## config.mk

```make
export PLATFORM = sky130hd
export DESIGN_NAME = appro_mul_iter
export DESIGN_NICKNAME = d
export VERILOG_FILES = /design/src/rtl/appro_mul_pkg.sv /design/src/rtl/appro_tile3x3.sv /design/src/rtl/appro_mul_iter.sv
export SDC_FILE = /design/constraint.sdc
export NUM_CORES = 1
export LEC_CHECK = 0
export CELL_PAD_IN_SITES_DETAIL_PLACEMENT = 0
export CELL_PAD_IN_SITES_GLOBAL_PLACEMENT = 1
export CORE_ASPECT_RATIO = 1.25
export CORE_MARGIN = 5
export CORE_UTILIZATION = 35
export DETAILED_ROUTE_END_ITERATION = 10
export GPL_TIMING_DRIVEN = 0
export HOLD_SLACK_MARGIN = 0.15
export PLACE_DENSITY = 0.73
export SLEW_MARGIN = 15
export SYNTH_ARGS = -nofsm -noshare
export SYNTH_HDL_FRONTEND = slang
export SYNTH_SLANG_ARGS = --single-unit
```

## constraint.sdc

```tcl
create_clock -name clk -period 6.3 [get_ports clk]
set_input_delay 0.63 -clock clk [delete_from_list [all_inputs] [get_ports clk]]
set_output_delay 0.63 -clock clk [all_outputs]
set_load 0.005 [all_outputs]
```

## src/rtl/appro_mul_pkg.sv

```systemverilog
// Shared types and helpers for the iterative approximate multiplier.
// Digits are 3 bits wide; k2_approx is the 2x2 kernel with 3*3 mapped to 7.
package appro_mul_pkg;

  typedef enum logic [1:0] {IDLE, CALC, DONE} state_t;

  localparam int DIGIT_W = 3;

  function automatic int num_digits(input int width);
    return width / DIGIT_W;
  endfunction

  function automatic logic [3:0] k2_approx(input logic [1:0] x, input logic [1:0] y);
    if (x == 2'd3 && y == 2'd3) return 4'd7;
    return {2'b00, x} * {2'b00, y};
  endfunction

endpackage

```

## src/rtl/appro_tile3x3.sv

```systemverilog
// Combinational 3x3 multiplier tile, exact or approximate (never above exact).
// Zero latency; no flow control.
module appro_tile3x3
  import appro_mul_pkg::*;
(
  input  logic [2:0] x,
  input  logic [2:0] y,
  input  logic       approx,
  output logic [5:0] p
);

  logic [5:0] exact_p;
  logic [5:0] approx_p;

  assign exact_p = {3'b000, x} * {3'b000, y};

  // x*y split as 4*x2*y + 4*y2*x[1:0] + x[1:0]*y[1:0]; only the last term is approximated
  assign approx_p = (x[2] ? {1'b0, y, 2'b00} : 6'd0)
                  + (y[2] ? {2'b00, x[1:0], 2'b00} : 6'd0)
                  + {2'b00, k2_approx(x[1:0], y[1:0])};

  assign p = approx ? approx_p : exact_p;

endmodule

```

## src/rtl/appro_mul_iter.sv

```systemverilog
// Iterative digit-serial approximate multiplier, one B digit per cycle, K-cycle latency.
// Valid/ready on both sides; APPRO_MUL_ERR_EN adds out_err (exact minus approximate).
module appro_mul_iter
  import appro_mul_pkg::*;
#(
  parameter int WIDTH         = 9,
  parameter int APPROX_DIGITS = 2
) (
  input  logic               clk,
  input  logic               rst_n,
  input  logic               in_valid,
  output logic               in_ready,
  input  logic [WIDTH-1:0]   in_a,
  input  logic [WIDTH-1:0]   in_b,
  input  logic               in_mode,
  output logic               out_valid,
  input  logic               out_ready,
  output logic [2*WIDTH-1:0] out_p,
  output logic               out_mode,
  output logic               busy
`ifdef APPRO_MUL_ERR_EN
  ,
  output logic [2*WIDTH-1:0] out_err
`endif
);

  localparam int K     = num_digits(WIDTH);
  localparam int ACC_W = 2 * WIDTH;
  localparam int IDX_W = (K > 1) ? $clog2(K) : 1;

  state_t             state_q;
  logic [WIDTH-1:0]   a_q, b_q;
  logic               mode_q;
  logic [IDX_W-1:0]   idx_q;
  logic [ACC_W-1:0]   acc_q, acc_d;
  logic [ACC_W-1:0]   out_p_q;
  logic               out_mode_q, out_valid_q;
  logic [DIGIT_W-1:0] b_dig;
  logic [K-1:0]       tile_approx;
  logic [5:0]         tile_p [K];
  logic [ACC_W-1:0]   row;

  assign b_dig = b_q[DIGIT_W*idx_q +: DIGIT_W];

  for (genvar gi = 0; gi < K; gi++) begin : g_row
    assign tile_approx[gi] = mode_q && ((gi + int'(idx_q)) < APPROX_DIGITS);
    appro_tile3x3 u_tile (
      .x      (a_q[DIGIT_W*gi +: DIGIT_W]),
      .y      (b_dig),
      .approx (tile_approx[gi]),
      .p      (tile_p[gi])
    );
  end

  always_comb begin
    row = '0;
    for (int i = 0; i < K; i++) row = row + (ACC_W'(tile_p[i]) << (DIGIT_W * i));
    acc_d = acc_q + (row << (DIGIT_W * int'(idx_q)));
  end

`ifdef APPRO_MUL_ERR_EN
  logic [5:0]       tile_ex_p [K];
  logic [ACC_W-1:0] row_ex, acc_ex_q, acc_ex_d, out_err_q;

  for (genvar gi = 0; gi < K; gi++) begin : g_row_ex
    appro_tile3x3 u_tile_ex (
      .x      (a_q[DIGIT_W*gi +: DIGIT_W]),
      .y      (b_dig),
      .approx (1'b0),
      .p      (tile_ex_p[gi])
    );
  end

  always_comb begin
    row_ex = '0;
    for (int i = 0; i < K; i++) row_ex = row_ex + (ACC_W'(tile_ex_p[i]) << (DIGIT_W * i));
    acc_ex_d = acc_ex_q + (row_ex << (DIGIT_W * int'(idx_q)));
  end

  always_ff @(posedge clk) begin
    if (!rst_n) begin
      acc_ex_q  <= '0;
      out_err_q <= '0;
    end else if (state_q == CALC) begin
      acc_ex_q <= acc_ex_d;
      if (idx_q == IDX_W'(K - 1)) out_err_q <= acc_ex_d - acc_d;
    end else if (in_valid && in_ready) begin
      acc_ex_q <= '0;
    end
  end

  assign out_err = out_err_q;
`endif

  // DONE can hand its result off and take new operands on the same edge
  assign in_ready = (state_q == IDLE) || (state_q == DONE && out_ready);

  always_ff @(posedge clk) begin
    if (!rst_n) begin
      state_q     <= IDLE;
      a_q         <= '0;
      b_q         <= '0;
      mode_q      <= 1'b0;
      idx_q       <= '0;
      acc_q       <= '0;
      out_p_q     <= '0;
      out_mode_q  <= 1'b0;
      out_valid_q <= 1'b0;
    end else begin
      case (state_q)
        IDLE: begin
          if (in_valid) begin
            a_q     <= in_a;
            b_q     <= in_b;
            mode_q  <= in_mode;
            acc_q   <= '0;
            idx_q   <= '0;
            state_q <= CALC;
          end
        end
        CALC: begin
          acc_q <= acc_d;
          idx_q <= idx_q + 1'b1;
          if (idx_q == IDX_W'(K - 1)) begin
            out_p_q     <= acc_d;
            out_mode_q  <= mode_q;
            out_valid_q <= 1'b1;
            state_q     <= DONE;
          end
        end
        DONE: begin
          if (out_ready) begin
            out_valid_q <= 1'b0;
            if (in_valid) begin
              a_q     <= in_a;
              b_q     <= in_b;
              mode_q  <= in_mode;
              acc_q   <= '0;
              idx_q   <= '0;
              state_q <= CALC;
            end else begin
              state_q <= IDLE;
            end
          end
        end
        default: state_q <= IDLE;
      endcase
    end
  end

  assign out_valid = out_valid_q;
  assign out_p     = out_p_q;
  assign out_mode  = out_mode_q;
  assign busy      = (state_q == CALC);

endmodule
```

; Word level (Yosys, flattened, before mapping)
; Cells that the tools add are included.
[word_totals]
regBits = 61
input_bits = 23
[classes]
n_mul = 8
n_mux = 41
n_eq_ne = 10
n_reduce_logical = 17
shift = 2
n_lt_le_gt_ge = 3
addsub = 12
[op_table]
columns = op, count
row1 = $pmux W18 S3, 1
row2 = $mux W18, 2
row3 = $mux W4, 9
row4 = $mux W9, 4
row5 = $pmux W9 S2, 2
row6 = $add A18 B18 Y18, 1
row7 = $add A6 B4 Y6, 3
row8 = $add A6 B6 Y6, 3
row9 = $mul A3 B3 Y6, 3
row10 = $mux W6, 3
row11 = $shl A13 B4 Y18, 1
row12 = $mux W5, 3
row13 = $add A10 B12 Y13, 1
row14 = $eq A2 B2 Y1 const B, 6
row15 = $mul A2 B2 Y4, 3
row16 = $pmux W2 S3, 2
row17 = $add A6 B9 Y10, 1
row18 = $mux W2, 5
row19 = $shiftx A9 B5 Y3, 1
row20 = $mul A2 B2 Y4 const A, 2
row21 = $mux W1, 8
row22 = $logic_and A1 B1 Y1, 7
row23 = $lt A3 B2 Y1 const B, 2
row24 = $reduce_and A2 Y1, 3
row25 = 13 further kinds, 17

; Logic depth before layout (Yosys ltp)
; Gate-level depths: netlist (run 1).
[depth]
ltp_word = 13
mapped_depth = 35

; By module
; From an unflattened synthesis (run 1), not the netlist that was laid out.
[unflattened]
cells_unflattened = 670
area_unflattened_um2 = 5426.5
[by_module_without_submodules]
columns = mod, cells_per_inst, seq_area_each_um2, area_each_um2, instances
row1 = appro_mul_iter, 538, 1221.2, 4255.3, 1
row2 = appro_tile3x3, 44, 0.0, 390.4, 3

; Worst setup path before layout (run 1)
; No wires, ideal clock.
[synth_path]
kind = register to register
startpoint = register idx_q[0]
endpoint = register acc_q[17]
required_time_ps = 6221
setup_ps = 79
arrival_ps = 6693
stages_incl_launch_ff = 34
setup_slack_ps = -472
n_path_buf = 2
path_cell_list = dfxtp_1 buf_2 buf_1 mux2i_1 o22ai_1 nand2_1 fa_1 inv_1 ha_1 fa_1 nand2_1 nand2_1 ha_1 inv_1 fa_1 nor2b_4 o311a_4 a41oi_2 xnor2_1 a21oi_1 nor2_1 a21oi_1 a21oi_1 o22ai_1 ha_1 nand2_1 o21ai_0 nor2_1 a21oi_1 a41oi_1 a21oi_1 nand3_1 a2111o_1 o211ai_1
[synth_between]
elab_chain_len = 13
word_cells_on_any_way = 47
classes_between = add/sub: 11 / mul: 8 / order compare: 3 / eq/ne: 1 / shift: 2 / mux: 16 / reduce/logical: 6
[synth_rtl]
columns = element, line_no
row1 = from (decl), appro_mul_iter.sv:34  ; logic [IDX_W-1:0] idx_q;
row2 = from (signal assigned), appro_mul_iter.sv:123  ; idx_q <= idx_q + 1'b1;
row3 = branches (longest 10 deep; another with $add A10 B12 Y13), --
row4 = $shl A13 B4 Y18 *, appro_mul_iter.sv:58  ; acc_d = acc_q + (row << (DIGIT_W * int'(idx_q)));
row5 = $add A18 B18 Y18 *, appro_mul_iter.sv:58
row6 = $pmux W18 S3 *, appro_mul_iter.sv:110  ; case (state_q)
row7 = to (signal assigned), appro_mul_iter.sv:105  ; acc_q <= '0;
row8 = to (signal assigned), appro_mul_iter.sv:116  ; acc_q <= '0;
row9 = to (signal assigned), appro_mul_iter.sv:122  ; acc_q <= acc_d;
row10 = to (decl), appro_mul_iter.sv:35  ; logic [ACC_W-1:0] acc_q, acc_d;
; Mark *: on every way between the ends.
; A chain may end at the register's enable or synchronous reset.

; Final worst setup path (run 1)
; Ends and elaborated chain as after synthesis.

==> results of run 1 <==
==> power groups by stage <==
stage,Sequential [mW],Combinational [mW],Clock (mW)
floorplan,0.416,0.160,0
global placement,0.421,0.231,0
detailed placement,0.421,0.233,0
CTS,0.412,0.279,0.507
global route,0.416,0.342,0.525
finish,0.414,0.316,0.501
==> per-stage QoR <==
step | utilization [%] | setup WS, ns | cell area, sq um | total power, mW
floorplan | - | 0.01472 | 5112 | 0.5761
global placement | 40.26 | -0.8789 | 5776 | 0.6519
detailed placement | 40.26 | -0.9881 | 5776 | 0.6548
CTS | 45.27 | -0.3983 | 6495 | 1.198
global route | 48.77 | -0.7611 | 6997 | 1.282
finish | 48.77 | -0.4226 | 6997 | 1.230
==> sequential cells by signal, summed over array words and instances (netlist names) <==
register and count:
mode_q 1, idx_q 2, out_p 18, b_q 9, acc_q 18, out_mode 1, a_q 9, state_q 2
out_valid 1
==> layer usage <==
layer	wire length [microns]	GRT usage (%)	part of all wire (%)	vias up
li1	-	-	-	2492
met1	6389	18.97	40	2451
met2	8565	34.65	54	71
met3	447	3.560	2.8	34
met4	427	6.582	2.7	0
met5	0	0	0	-
==> Yosys cell counts (all sizes together), types with 13 or more instances <==
library cell and n:
a211oi 13, a21oi 66, a22oi 14, and2 19
clkbuf 23, dfxtp 61, fa 14, ha 46
inv 41, mux2i 21, nand2 120, nor2 61
o21ai 23
==> worst max-delay path: cells and delay by family (launching register included) <==
family / cells / cell delay, ns
buf+inv: 5 / 0.51
flops: 1 / 0.40
fa+ha+maj: 7 / 2.11
mux: 4 / 0.74
simple gates: 6 / 0.63
compound gates: 12 / 2.14
xor+xnor: 1 / 0.11
==> layout make-up <==
class                           count  area (sq um)
Tap cell                          178         222.7
Buffer                             29         166.4
Clock buffer                       10         229.0
Multi-Input combinational cell    526          4101
Clock inverter                      6         62.56
Inverter                           44         165.2
Fill cell                        1431          7350
Timing Repair Buffer               93         823.3
Sequential cell                    61          1226
==> kinds of logic (layout without fill, tap and decap cells) <==
| group | Yosys count | in the layout | synth area share [%] |
|---|---|---|---|
| AO/OA/AOI/OAI | 167 | 167 | 21.37 |
| XOR/XNOR | 21 | 21 | 4.067 |
| adder cells (fa/ha/maj) | 60 | 60 | 16.86 |
| buffers and inverters | 76 | 182 | 6.113 |
| flip-flops | 61 | 61 | 24.06 |
| multiplexers | 27 | 27 | 5.472 |
| AND/OR/NAND/NOR | 251 | 251 | 22.06 |
==> worst paths after layout <==
check / cells after the start / from / slack, ns / end
max: 35 / idx_q[0] / -0.42 / acc_q[17]
min: 2 / out_p[0] / 0.45 / out_p[0]
max reg2reg: 35 / idx_q[0] / -0.42 / acc_q[17]
min reg2reg: 2 / out_p[0] / 0.45 / out_p[0]
==> what timing repair did <==
| item | in CTS | in global routing |
|---|---|---|
| buffers inserted | 33 | 18 |
| hold buffers | 0 | 0 |
| endpoints found under the setup margin | 20 | 20 |
| hold endpoints to repair | 0 | 0 |
| pin swaps | 28 | 61 |
| resized for setup | 41 | 82 |
==> summary.txt, run 1 <==
Routing
  – Number of vias in the routed layout: 5048
  – # DRC: 0
  – Post-Route WL: between 15000 and 20000 microns
  – Avg WL per Cell: between 15 and 20 microns
  – Initial DRC count: around 170
  – Drt pass-1 iters: 4
  – Detail Route Antenna Nets: 0
  – Via density: roughly 5.3

Flow run
  – Max Cap Violations: 0

Synth
  – Synth Net Count: 746
  – Synthesis-stage register bit count: about 60
  – EDFF count, synth: 0
  – Share of the synthesized area in the top cell type: 24.06%
  – Mean Syn Cell Area: 7.656 sq um
  – Synth area leader: dfxtp_1
  – Syn Inst Count: 663
  – Top_reg_cell synth: dfxtp_1
  – Synthesized area: between 0.005 and 0.006 sq mm
  – Sequential fraction of the synthesis area: 24.06%
  – Async SR Flop Fraction: 0%
  – Library cells used by synthesis: 65
  – Ys Warns: 0
  – Area contributors post-synth: dfxtp_1 24%, ha_1 11%, nand2_1 8.9%

Timing
  – Fmax achieved: 148.8 MHz
  – Final worst slack: -0.4226 ns
  – Final Skew: approximately 0.008 ns
  – Worst Max-Slew Pin Slew: 0.6805 ns
  – Tcrit/Tclk final: 106.7%
  – Setup tns final: -2.708 ns
  – Max Transition Viols Final: 0
  – Endpoints failing hold: 0
  – RSZ-0062 raised after global routing: true
  – Hold slack: 0.4526 ns
  – Tmin final: 6.723 ns
  – Relative slew margins: between 50% and 60%
  – Setup violations, final: 10

Global routing
  – Initial antenna violation count: 0
  – Grt ovf: 0
  – First-pass GRT wire length: 24670 microns
  – Global-route usage over all layers: between 15 and 20%
  – Vias in the first global route: 5110
  – Largest net degree at the start of global routing: 13

Clock tree
  – Longest Clk Path Bufs: 2
  – CTS sink cnt: 61
  – Worst-Skew Late Latency: 0.34 ns
  – CTS clk-pin slew, worst paths: 0.05 ns
  – Total CTS buffers: 9
  – Root buf cell: clkbuf_16
  – CTS tree: built
  – H-Tree Depth: 3

Power
  – Clock share of power: between 40% and 50%
  – Net switching power: 0.3802 mW
  – Sw frac: 30.91%
  – Leak pwr: 2.867 nW
  – Seq pwr share: 33.6%
  – P_int: 0.8497 mW
  – Combinational Power Share: 25.7%
  – Power per Cell Area: between 150 and 200 mW/mm^2
  – Peak VDD IR: 0.1640 mV

Finish
  – N_diodes: 0
  – Final #Nets: ~850
  – Most frequent cells in the layout: 114 x nand2_1, 59 x dfxtp_1, 55 x a21oi_1, 55 x nor2_1, 48 x buf_4
  – Layout area overhead: 37.84%
  – Fraction of layout cells with a size suffix above 1: between 20% and 30%
  – Most common cell after layout, fill and taps aside: nand2_1
  – Non-filler instance count after layout: 947

Setup path
  – Crit Path Category: reg2reg
  – Cell mode on critical path: ha_4
  – Setup crit start kind: flip-flop
  – Peak fanout along the critical path: 6
  – Worst path slowest cell: fa_1
  – Worst Path Arrival: 6.98 ns
  – Worst setup EP type: flip-flop
  – Crit-path max cell delay: 0.47 ns
  – Worst endpoint required time: 6.56 ns

Floorplan
  – Die ar.: roughly 0.017 sq mm
  – Core footprint: 0.01435 sq mm
  – Rows: 49
  – Initial core utilization: 35.38%
  – Die W: 117.7 microns
  – Top-level port count: 45
  – Die H: ~140 microns

Min path
  – Worst hold path type: reg2reg

Outcome
  – Status: complete, but fails checks
  – Failing checks: negative setup slack

Placed design
  – # port buffers: between 40 and 50
  – Placed cells: ~890
  – Post-DP HPWL: 11590 microns
  – Final RePlAce weighted congestion: between 0.8 and 0.9
Power figures use the tool's default switching activity.
==> inputs of run 2 (changes only) <==
- CAP_MARGIN: unset -> 30
==> results of run 2 <==
Final layout, timing and power as in run 1 (identical DEF).
